==> config.mk <==
export PLATFORM = sky130hd
export DESIGN_NAME = spi_cfg_controller
export DESIGN_NICKNAME = d
export VERILOG_FILES = /design/src/rtl/spi_cfg_pkg.sv /design/src/rtl/spi_cfg_arbiter.sv /design/src/rtl/spi_cfg_controller.sv
export SDC_FILE = /design/constraint.sdc
export NUM_CORES = 1
export LEC_CHECK = 0
export BUFFER_PORTS_ARGS = -buffer_cell sky130_fd_sc_hd__clkbuf_2
export CORE_MARGIN = 10
export CORE_UTILIZATION = 50
export CTS_CLUSTER_SIZE = 25
export DETAILED_ROUTE_END_ITERATION = 7
export HOLD_SLACK_MARGIN = 0.03
export PLACE_DENSITY = 0.74
export SETUP_SLACK_MARGIN = 0.2
export SYNTH_ARGS = -nofsm -noshare
export SYNTH_HDL_FRONTEND = slang
export SYNTH_SLANG_ARGS = --single-unit
==> constraint.sdc <==
create_clock -name clk -period 4.05 [get_ports clk]
set_clock_uncertainty 0.2 [all_clocks]
set_input_delay 0.6075 -clock clk [delete_from_list [all_inputs] [get_ports clk]]
set_output_delay 0.6075 -clock clk [all_outputs]
set_load 0.02 [all_outputs]
==> src/rtl/spi_cfg_pkg.sv <==
// spi_cfg_pkg: shared types and constants for the SPI config writer.
// FSM states, frame layout and the downstream register address map.
package spi_cfg_pkg;

  typedef enum logic [2:0] {
    ST_IDLE,
    ST_SETUP,
    ST_SHIFT,
    ST_HOLD,
    ST_GAP
  } state_e;

  localparam int FRAME_W = 16;
  localparam logic WR_BIT = 1'b1;

  localparam logic [6:0] OUT_7_0  = 7'h00;
  localparam logic [6:0] OUT_15_8 = 7'h01;
  localparam logic [6:0] PWM_7_0  = 7'h02;
  localparam logic [6:0] PWM_15_8 = 7'h03;
  localparam logic [6:0] DUTY     = 7'h04;

  function automatic logic [FRAME_W-1:0] mk_frame(
    input logic [6:0] addr,
    input logic [7:0] data
  );
    return {WR_BIT, addr, data};
  endfunction

endpackage

==> src/rtl/spi_cfg_arbiter.sv <==
// spi_cfg_arbiter: 2-way round-robin arbiter, combinational grant.
// Ports: clk, rst_n, en (grant allowed), req[1:0] in; gnt[1:0] one-hot out.
module spi_cfg_arbiter (
  input  logic       clk,
  input  logic       rst_n,
  input  logic       en,
  input  logic [1:0] req,
  output logic [1:0] gnt
);

  // prio_q set: requester 1 wins a tie
  logic prio_q;
  logic prio_d;

  always_comb begin
    gnt    = 2'b00;
    prio_d = prio_q;
    if (en) begin
      if (req == 2'b11) begin
        gnt = prio_q ? 2'b10 : 2'b01;
      end else begin
        gnt = req;
      end
    end
    if (gnt[0]) begin
      prio_d = 1'b1;
    end else if (gnt[1]) begin
      prio_d = 1'b0;
    end
  end

  always_ff @(posedge clk or negedge rst_n) begin
    if (!rst_n) begin
      prio_q <= 1'b0;
    end else begin
      prio_q <= prio_d;
    end
  end

endmodule

==> src/rtl/spi_cfg_controller.sv <==
// spi_cfg_controller: arbitrates two writers, sends 16-bit mode-0 SPI frames.
// Ports: clk, rst_n, req/addr/data x2 in; gnt, busy, done, SCLK, COPI, nCS out.
module spi_cfg_controller
  import spi_cfg_pkg::*;
#(
  parameter int HALF_DIV = 4,
  parameter int GAP_CYC  = 8
) (
  input  logic       clk,
  input  logic       rst_n,
  input  logic [1:0] req,
  input  logic [6:0] req_addr0,
  input  logic [6:0] req_addr1,
  input  logic [7:0] req_data0,
  input  logic [7:0] req_data1,
  output logic [1:0] gnt,
  output logic       busy,
  output logic       done,
  output logic       SCLK,
  output logic       COPI,
  output logic       nCS
);

  localparam logic [7:0] HD_LAST  = 8'(HALF_DIV - 1);
  localparam logic [7:0] GAP_LAST = 8'(GAP_CYC - 1);

  state_e state_q, state_d;
  logic [7:0] div_q, div_d;
  logic [3:0] bit_q, bit_d;
  logic [FRAME_W-1:0] sr_q, sr_d;
  logic sclk_q, sclk_d;
  logic copi_q, copi_d;
  logic ncs_q, ncs_d;
  logic done_q, done_d;
  // holds off grants until the first edge after reset release
  logic run_q;
  logic arb_en;
  logic [FRAME_W-1:0] frame_w;

  assign arb_en = (state_q == ST_IDLE) && run_q;

  spi_cfg_arbiter u_arb (
    .clk   (clk),
    .rst_n (rst_n),
    .en    (arb_en),
    .req   (req),
    .gnt   (gnt)
  );

  assign frame_w = gnt[1] ? mk_frame(req_addr1, req_data1)
                          : mk_frame(req_addr0, req_data0);

  always_comb begin
    state_d = state_q;
    div_d   = div_q + 8'd1;
    bit_d   = bit_q;
    sr_d    = sr_q;
    sclk_d  = sclk_q;
    copi_d  = copi_q;
    ncs_d   = ncs_q;
    done_d  = 1'b0;
    unique case (state_q)
      ST_IDLE: begin
        div_d = '0;
        if (|gnt) begin
          state_d = ST_SETUP;
          sr_d    = frame_w;
          copi_d  = frame_w[FRAME_W-1];
          ncs_d   = 1'b0;
        end
      end
      ST_SETUP: begin
        if (div_q == HD_LAST) begin
          state_d = ST_SHIFT;
          div_d   = '0;
          sclk_d  = 1'b1;
        end
      end
      ST_SHIFT: begin
        if (div_q == HD_LAST) begin
          div_d = '0;
          if (sclk_q) begin
            // falling edge: present next bit
            sclk_d = 1'b0;
            sr_d   = {sr_q[FRAME_W-2:0], 1'b0};
            copi_d = sr_q[FRAME_W-2];
          end else if (bit_q == 4'd15) begin
            state_d = ST_HOLD;
            bit_d   = '0;
          end else begin
            bit_d  = bit_q + 4'd1;
            sclk_d = 1'b1;
          end
        end
      end
      ST_HOLD: begin
        if (div_q == HD_LAST) begin
          state_d = ST_GAP;
          div_d   = '0;
          ncs_d   = 1'b1;
          copi_d  = 1'b0;
          done_d  = 1'b1;
        end
      end
      ST_GAP: begin
        if (div_q == GAP_LAST) begin
          state_d = ST_IDLE;
          div_d   = '0;
        end
      end
      default: begin
        state_d = ST_IDLE;
        div_d   = '0;
      end
    endcase
  end

  always_ff @(posedge clk or negedge rst_n) begin
    if (!rst_n) begin
      state_q <= ST_IDLE;
      div_q   <= '0;
      bit_q   <= '0;
      sr_q    <= '0;
      sclk_q  <= 1'b0;
      copi_q  <= 1'b0;
      ncs_q   <= 1'b1;
      done_q  <= 1'b0;
      run_q   <= 1'b0;
    end else begin
      state_q <= state_d;
      div_q   <= div_d;
      bit_q   <= bit_d;
      sr_q    <= sr_d;
      sclk_q  <= sclk_d;
      copi_q  <= copi_d;
      ncs_q   <= ncs_d;
      done_q  <= done_d;
      run_q   <= 1'b1;
    end
  end

  assign busy = (state_q != ST_IDLE) || (|gnt);
  assign done = done_q;
  assign SCLK = sclk_q;
  assign COPI = copi_q;
  assign nCS  = ncs_q;

endmodule

==> results of run 1 <==
-- final cells by class --
| class | instances | area, um^2 | share of cell area |
|---|---|---|---|
| Clock buffer | 7 | 96.3 | 0.0399 |
| Clock inverter | 1 | 30.0 | 0.0124 |
| Inverter | 4 | 15.0 | 0.00622 |
| Multi-Input combinational cell | 159 | 1090 | 0.453 |
| Sequential cell | 36 | 902 | 0.374 |
| Tap cell | 50 | 62.6 | 0.0259 |
| Timing Repair Buffer | 42 | 215 | 0.0892 |
-- layout by cell type, fill, tap and decap left out, drive strengths merged, types with 3 or more instances in the layout --
cell     count
a21oi       16
and3         5
clkbuf      47
dfrtp       35
inv          4
nand2       18
nand3        8
nor2        12
nor2b        3
nor3         3
o2111ai     14
o21ai        7
o22ai        3
o2bb2ai     15
o31ai       16
xnor2        4
xor2         5
-- critical path, cell delays in order --
cell      delay (ns)
clkbuf_2        0.12
nor2b_1         0.85
nand3b_1        0.60
inv_1           0.10
clkbuf_2        0.18
-- cell families (layout without fill, tap and decap cells) --
group / count (synthesis) / after routing / share of synthesized area
simple gates: 63 / 63 / 0.166
flops: 36 / 36 / 0.429
fa+ha+maj: 2 / 2 / 0.0119
xor+xnor: 9 / 9 / 0.0375
buf+inv: 23 / 54 / 0.0523
compound gates: 80 / 80 / 0.280
other cells: 1 / 1 / 0.00178
mux: 4 / 4 / 0.0220
-- per-layer routing --
metal  share of wire  routed length (um)
met1            0.46                2190
met2            0.46                2200
met3           0.067                 317
met4           0.010                  48
met5               0                   0
-- stage by stage --
stage               std cells  cell area, um^2  utilization  setup slack, ns
global route              299             2410        0.599            0.659
finish                    299             2410        0.599            0.793
detailed placement        291             2290        0.568            0.853
global placement          291             2290        0.568            0.924
CTS                       299             2410        0.599            0.841
floorplan                 218             2100            -             1.63
-- state kept, by name (all words and copies together), names as in the netlist --
register,flops
COPI,1
SCLK,1
bit_q,4
div_q,8
done,1
nCS,1
run_q,1
sr_q,15
state_q,3
u_arb.prio_q,1
-- path summary, 6_finish.rpt --
check,endpoint,slack (ns)
worst max-delay path,gnt[1],0.79
worst min-delay path,bit_q[2]$_DFFE_PN0P_,0.23
worst max register to register,sr_q[12]$_DFFE_PN0P_,1.48
worst min register to register,div_q[0]$_DFF_PN0_,0.25
max in group asynchronous,div_q[3]$_DFF_PN0_,2.85
min in group clk,div_q[0]$_DFF_PN0_,0.25
-- where the power goes --
group / internal [uW] / leakage (uW) / switching (uW) / total [uW]
registers: 489 / 0.000456 / 115 / 604
clock network: 217 / 0.0000645 / 125 / 342
logic: 294 / 0.000575 / 416 / 709
==> key figures, run 1 <==
Global route
  – First-pass GRT wire length: 8180 um
  – GR peak layer: met1
  – M3 GR Usage: 0.0516
  – Largest net degree at the start of global routing: 37
  – Grt met2 use: 0.183
  – Met1 Track Usage GR: 0.187
  – Grt total ovfl: 0
  – Total track usage: 0.134
  – Vias in the first global route: 1,695
  – Initial antenna violation count: 0

Logic synthesis
  – Top cell type's share of synthesized area: 0.416
  – Netlist area before placement: 2100 um^2
  – Most common cell in the synthesized netlist: dfrtp_1
  – Most frequent cells after synthesis: dfrtp_1, nand2_1, a21oi_1, o31ai_1, o2bb2ai_1
  – Number of synthesized flops with an enable pin: 0
  – Synth area leader: dfrtp_1
  – Synth top area cells: dfrtp_1, o2bb2ai_1, o2111ai_1
  – Syn Inst Count: 218
  – Post-synthesis sequential area ratio: 0.429
  – Yosys warnings: 0
  – Ys async rst share: 1.00
  – Synth Net Count: 254
  – Synth Register Bits: 36
  – Post-synthesis cell type count: 49
  – Avg Synthesized Cell Area: 9.65 um^2
  – Most used DFF post-synth: dfrtp_1

Routing
  – Via count: 1,787
  – WL final: 4760 um
  – Drt first pass iters: 4
  – DRC violation total after the first TritonRoute iteration: 162
  – Post-route DRC: 0
  – DR WL/cell: 15.9 um
  – Final antenna-violating net count: 0
  – DR vias/cell: 5.98

Timing
  – Setup violators final: 0
  – Max Fclk: 307 MHz
  – Final period util: 0.804
  – Hold Slack: 0.228 ns
  – Slew @ Worst Pin: 1.07 ns
  – Fin crit period: 3.26 ns
  – Worst slew margin: 0.284
  – Fin. max-slew vios: 0
  – RSZ-0062 raised after global routing: false
  – Final Hold Fails: 0
  – Setup TNS: 0 ns

CTS
  – Max H-tree Level: 2
  – Worst skew pair latency: 0.29 ns
  – Post-CTS Resized: 0
  – Clk buf depth: 2
  – Post-CTS Repair Setup Buffers: 0
  – Clk sinks: 36
  – Worst-path clk slew: 0.07 ns
  – TritonCTS Buffers: 5
  – Cts hold-fix bufs: 0
  – Root Driver: clkbuf_8
  – CTS tree: built

Outcome
  – Status: finished, final reports clean

Setup path
  – Worst-path fanout max: 17
  – Crit path kind: in2out
  – CP Capture Type: primary output
  – Critical Path AT: 2.45 ns
  – Reg2Reg Depth: 4
  – CP Launch Type: input pin
  – CP Launch Point: req[0]
  – R2r startpoint: state_q[2]$_DFFE_PN0P_
  – Critical path required time: 3.24 ns

Job
  – Max-Cap Viols: 0

Placement
  – Post-DP HPWL: 3370 um
  – Port bufs: 40
  – Final GP Congestion: 0.799

Die
  – Die extent in x: 84.9 um
  – Die ar.: 7200 um^2
  – Ports: 41
  – Starting Density: 0.522
  – Cell row count: 23
  – Chip height: 84.9 um
  – Core ar.: 4030 um^2

Finish
  – Share of cells above drive strength 1: 0.241
  – Layout area overhead: 14.7%
  – Nets: 284
  – Fillcell total: 364
  – Diode count: 0

Pwr
  – Overall Power: 1660 uW
  – Max IR drop VDD: 242 uV
  – Power density cells: 686 nW/um^2
  – Static Leak: 0.00109 uW

Hold path
  – Hold Path Class: in2async
No activity file was read; power rests on OpenSTA's default activity.
==> run 2: changes to the inputs <==
--- a/config.mk
+++ b/config.mk
@@ -11,7 +11,7 @@
 export CTS_CLUSTER_SIZE = 25
 export DETAILED_ROUTE_END_ITERATION = 7
 export HOLD_SLACK_MARGIN = 0.03
-export PLACE_DENSITY = 0.74
+export PLACE_DENSITY = 0.77
 export SETUP_SLACK_MARGIN = 0.2
 export SYNTH_ARGS = -nofsm -noshare
 export SYNTH_HDL_FRONTEND = slang
==> constraint.sdc (replaced) <==
create_clock -name clk -period 2.97 [get_ports clk]
set_clock_uncertainty 0.2 [all_clocks]
set_input_delay 0.4455 -clock clk [delete_from_list [all_inputs] [get_ports clk]]
set_output_delay 0.4455 -clock clk [all_outputs]
set_load 0.02 [all_outputs]
==> key figures, run 2 (synthesis gave the netlist of run 1 again) <==
Routing
  – DR WL/cell: 15.9 um (about the same)
  – Post-route DRC: 0 (unchanged)
  – DRC violation total after the first TritonRoute iteration: 137 (-15%)
  – Via count: 1,765 (-1.2%)
  – Final antenna-violating net count: 0 (unchanged)
  – WL final: 4770 um (+0.34%)
  – DR vias/cell: 5.88 (-1.6%)
  – Drt first pass iters: 4 (unchanged)

Finish
  – Register with the most flip-flops: sr_q
  – Largest register FFs: 15 (unchanged)
  – Share of cells above drive strength 1: 0.244 (+0.00304)
  – Commonest non-fill, non-tap cell in the layout: clkbuf_2
  – Diode count: 0 (unchanged)
  – Nets: 286 (+0.70%)
  – Commonest non-fill, non-tap cells in the layout: clkbuf_2, dfrtp_1, nand2_1
  – Layout area overhead: 14.0%
  – Top flop regs: sr_q x15, div_q x8, bit_q x4
  – Layout Utilization: 0.595 (-0.00373)

Timing
  – Fin crit period: 2.59 ns
  – Worst slew margin: 0.295 (+0.0116)
  – Final period util: 0.871
  – Slew @ Worst Pin: 1.05 ns (-0.0174 ns)
  – Final Hold Fails: 0 (unchanged)
  – Setup violators final: 0 (unchanged)
  – Setup TNS: 0 ns (unchanged)
  – Fin. max-slew vios: 0 (unchanged)
  – PnR worst setup slack: 0.384 ns (-0.409 ns)
  – Max Fclk: 387 MHz
  – RSZ-0062 raised after global routing: false

Outcome
  – Status: finished, final reports clean

CTS
  – Post-CTS Repair Setup Buffers: 0 (unchanged)
  – Worst-path clk slew: 0.07 ns (about the same)
  – Worst skew pair latency: 0.29 ns (about the same)
  – Max H-tree Level: 2 (unchanged)
  – Root Driver: clkbuf_8
  – Cts hold-fix bufs: 0 (unchanged)
  – Post-CTS Resized: 0 (unchanged)
  – Clk buf depth: 2 (unchanged)
  – Clk sinks: 36 (unchanged)
  – CTS tree: built
  – TritonCTS Buffers: 5 (unchanged)

Setup path
  – CP Launch Type: flip-flop
  – CP max stage cell: nor2b_1
  – Critical path required time: 2.32 ns (-0.92 ns)
  – CP Launch Point: u_arb.prio_q$_DFFE_PN0P_
  – Worst-path fanout max: 15 (-2)
  – Largest delay share family, worst path: simple AND/OR/NAND/NOR gates
  – Worst Path Buf+Inv: 2 (-1)
  – CP cell instances: nor2b_1, nand3b_1, inv_1, clkbuf_2
  – Slowest cell delay on critical path: 0.82 ns (-0.03 ns)
  – Critical Path AT: 1.94 ns (-0.51 ns)
  – Crit path kind: reg2out
  – R2r startpoint: div_q[0]$_DFF_PN0_
  – CP Capture Type: primary output

Global route
  – Grt total ovfl: 0 (unchanged)
  – First-pass GRT wire length: 8400 um (+2.8%)
  – Vias in the first global route: 1,768 (+4.3%)
  – Initial antenna violation count: 0 (unchanged)
  – Total track usage: 0.136 (+0.00240)
  – Largest net degree at the start of global routing: 37 (unchanged)

Pwr
  – Max IR drop VDD: 388 uV (+60%)
  – Power density cells: 911 nW/um^2 (+33%)
  – Static Leak: 0.00109 uW (-0.51%)

Die
  – Ports: 41 (unchanged)
  – Die ar.: 7200 um^2 (unchanged)
  – Core ar.: 4030 um^2 (unchanged)
  – Starting Density: 0.522 (unchanged)
  – Cell row count: 23 (unchanged)
  – Die extent in x: 84.9 um (unchanged)
  – Chip height: 84.9 um (unchanged)

Placement
  – Post-DP HPWL: 3450 um (+2.6%)
  – Final GP Congestion: 0.767 (-4.0%)
  – Port bufs: 40 (unchanged)
  – Dpl ws: 0.535 ns (-0.318 ns)

Job
  – Max-Cap Viols: 0 (unchanged)

Hold path
  – Hold Path Class: in2async
-- run 2: cell type report --
| type | instances | area [um^2] |
|---|---|---|
| fill | 362 | 1630 |
| multi-input combinational | 159 | 1090 |
| sequential | 36 | 902 |
| timing repair buffer | 44 | 230 |
| clock buffer | 7 | 96.3 |
| tap | 50 | 62.6 |
| inverter | 4 | 15.0 |
-- run 2: power by group --
| group | total [uW] | switching (uW) | leakage, uW | internal, uW |
|---|---|---|---|---|
| Sequential | 831 | 164 | 0.000456 | 668 |
| Combinational | 973 | 564 | 0.000583 | 409 |
| Clock | 380 | 173 | 0.0000503 | 207 |
| Total | 2180 | 900 | 0.00109 | 1280 |
-- run 2: routing by layer --
layer,global-route usage,routed length [um],share of wire
met2,0.213,2220,0.47
met4,0.0359,45,0.0094
met5,0,0,0
met1,0.173,2260,0.47
met3,0.0488,243,0.051
-- run 2: path summary, 6_finish.rpt --
path	cells after the start	endpoint	slack (ns)
max	4	gnt[1]	0.38
min	1	div_q[1]$_DFF_PN0_	0.07
max reg2reg	5	sr_q[7]$_DFFE_PN0P_	0.51
min reg2reg	1	div_q[0]$_DFF_PN0_	0.26
max in group asynchronous	1	sr_q[2]$_DFFE_PN0P_	1.95
min in group clk	3	sr_q[8]$_DFFE_PN0P_	0.24
-- run 2: stage by stage --
stage               hold slack [ns]  power [uW]  cells  area, um^2
floorplan                   -0.0501        1580    218        2100
global placement              0.237        1780    293        2300
detailed placement            0.262        1810    293        2300
CTS                           0.104        2190    300        2400
global route                  0.147        2360    300        2400
finish                       0.0690        2180    300        2400
-- run 2: worst reg2reg max path: cells and delay by family, from the launching register on --
kind | cells | cell delay, ns
flip-flops | 1 | 0.37
adder cells (fa/ha/maj) | 1 | 0.25
AND/OR/NAND/NOR | 2 | 0.93
AO/OA/AOI/OAI | 2 | 0.59
==> run 3: changes to the inputs <==
--- a/config.mk
+++ b/config.mk
@@ -6,12 +6,12 @@
 export NUM_CORES = 1
 export LEC_CHECK = 0
 export BUFFER_PORTS_ARGS = -buffer_cell sky130_fd_sc_hd__clkbuf_2
-export CORE_MARGIN = 10
-export CORE_UTILIZATION = 50
+export CORE_MARGIN = 2
+export CORE_UTILIZATION = 30
 export CTS_CLUSTER_SIZE = 25
 export DETAILED_ROUTE_END_ITERATION = 7
 export HOLD_SLACK_MARGIN = 0.03
-export PLACE_DENSITY = 0.77
+export PLACE_DENSITY = 0.51
 export SETUP_SLACK_MARGIN = 0.2
 export SYNTH_ARGS = -nofsm -noshare
 export SYNTH_HDL_FRONTEND = slang
==> key figures, run 3 (synthesis gave the netlist of run 1 again) <==
Timing
  – Final period util: 0.837 (-0.0335)
  – Fin crit period: 2.49 ns (-0.0995 ns)
  – RSZ-0062 raised after global routing: false
  – Setup violators final: 0 (unchanged)
  – Setup TNS: 0 ns (unchanged)
  – Final Hold Fails: 0 (unchanged)
  – Slew @ Worst Pin: 0.895 ns (-0.160 ns)
  – PnR worst setup slack: 0.483 ns (+0.0995 ns)
  – Worst slew margin: 0.404 (+0.108)
  – Max Fclk: 402 MHz (+4.0%)
  – Fin. max-slew vios: 0 (unchanged)

Placement
  – Dpl ws: 0.554 ns (+0.0192 ns)
  – Placement Cell Area: 2370 um^2 (+3.2%)
  – Port bufs: 40 (unchanged)
  – Final GP Congestion: 0.710 (-7.4%)
  – Post-DP HPWL: 3380 um (-2.2%)

CTS
  – Worst skew pair latency: 0.29 ns (about the same)
  – Post-CTS Resized: 0 (unchanged)
  – CTS tree: built
  – Post-CTS Repair Setup Buffers: 0 (unchanged)
  – Max H-tree Level: 2 (unchanged)
  – TritonCTS Buffers: 5 (unchanged)
  – Clk sinks: 36 (unchanged)
  – Worst-path clk slew: 0.08 ns (about the same)
  – Cts hold-fix bufs: 0 (unchanged)
  – Root Driver: clkbuf_8
  – Clk buf depth: 2 (unchanged)

Setup path
  – Slowest cell delay on critical path: 0.57 ns (-0.25 ns)
  – CP Capture Type: primary output
  – R2r setup slk: 0.55 ns (+0.04 ns)
  – Worst Path Buf+Inv: 1 (-1)
  – Reg2Reg Depth: 5 (unchanged)
  – Critical path required time: 2.32 ns (about the same)
  – Worst-path fanout max: 15 (unchanged)
  – Terminus of the critical flop-to-flop path: sr_q[1]$_DFFE_PN0P_
  – Critical Path AT: 1.84 ns (-0.10 ns)
  – CP Depth: 3 (-1)
  – CP max stage cell: nor4b_1
  – CP cell instances: nor4b_1, and3_1, clkbuf_2
  – Largest delay share family, worst path: simple AND/OR/NAND/NOR gates
  – Crit path kind: reg2out
  – CP Launch Type: flip-flop
  – R2r startpoint: div_q[0]$_DFF_PN0_

Die
  – Starting Density: 0.310 (-0.213)
  – Die ar.: 7700 um^2 (+6.9%)
  – Chip height: 87.8 um (+3.4%)
  – Cell row count: 30 (+30%)
  – Die extent in x: 87.8 um (+3.4%)
  – Core ar.: 6790 um^2 (+69%)
  – Ports: 41 (unchanged)

Global route
  – First-pass GRT wire length: 8200 um (-2.5%)
  – Initial antenna violation count: 0 (unchanged)
  – Grt total ovfl: 0 (unchanged)
  – Vias in the first global route: 1,693 (-4.2%)
  – Total track usage: 0.135 (-0.00122)
  – Largest net degree at the start of global routing: 37 (unchanged)

Routing
  – Via count: 1,780 (+0.85%)
  – DR vias/cell: 5.10 (-13%)
  – Final antenna-violating net count: 0 (unchanged)
  – DRC violation total after the first TritonRoute iteration: 100 (-27%)
  – Drt first pass iters: 4 (unchanged)
  – WL final: 4810 um (+0.84%)
  – DR WL/cell: 13.8 um (-13%)
  – Post-route DRC: 0 (unchanged)

Finish
  – Largest register FFs: 15 (unchanged)
  – Layout area overhead: 18.1%
  – Layout Utilization: 0.366 (-0.229)
  – Commonest non-fill, non-tap cell in the layout: clkbuf_2
  – Commonest non-fill, non-tap cells in the layout: clkbuf_2, dfrtp_1, nand2_1
  – Final instance area: 2490 um^2 (+3.7%)
  – Fillcell total: 697 (+93%)
  – Share of cells above drive strength 1: 0.253 (+0.00896)
  – Top flop regs: sr_q x15, div_q x8, bit_q x4
  – Register with the most flip-flops: sr_q
  – Diode count: 0 (unchanged)
  – Nets: 288 (+0.70%)

Pwr
  – Power density cells: 900 nW/um^2 (-1.2%)
  – Overall Power: 2240 uW (+2.4%)
  – Max IR drop VDD: 248 uV (-36%)
  – Static Leak: 0.00110 uW (+1.3%)

Hold path
  – Hold Path Class: in2async

Job
  – Max-Cap Viols: 0 (unchanged)

Outcome
  – Status: finished, final reports clean
run 3: worst max path at each step:
| stage | start | to | slack [ns] |
|---|---|---|---|
| finish | state_q[2]$_DFFE_PN0P_ | gnt[0] | 0.48 |
| detailed placement | div_q[0]$_DFF_PN0_ | sr_q[1]$_DFFE_PN0P_ | 0.55 |
| global placement | div_q[0]$_DFF_PN0_ | sr_q[0]$_DFFE_PN0P_ | 0.58 |
| CTS | state_q[2]$_DFFE_PN0P_ | gnt[1] | 0.46 |
| floorplan | state_q[0]$_DFFE_PN0P_ | gnt[1] | 0.77 |
| global route | div_q[0]$_DFF_PN0_ | sr_q[1]$_DFFE_PN0P_ | 0.34 |
run 3: routing by layer:
layer  GRT usage  share of wire
met3      0.0311          0.036
met2       0.202           0.45
met4      0.0503          0.017
met1       0.190           0.49
met5           0              0
run 3: power by group:
| part | switching, uW | leakage [uW] | internal, uW |
|---|---|---|---|
| Combinational | 569 | 0.000593 | 414 |
| Clock | 180 | 0.0000541 | 248 |
| Sequential | 158 | 0.000456 | 667 |
run 3: metrics by stage:
step	instances	hold WS (ns)
finish	349	0.0670
CTS	349	0.104
global route	349	0.137
detailed placement	341	0.243
floorplan	218	-0.0501
global placement	341	0.238
run 3: final cells by class:
class                           instances  area (um^2)  area share
Clock buffer                            5         68.8      0.0277
Multi-Input combinational cell        159         1090       0.439
Inverter                                4         15.0     0.00604
Sequential cell                        36          902       0.363
Tap cell                               96          120      0.0483
Timing Repair Buffer                   46          245      0.0986
Clock inverter                          3         42.5      0.0171
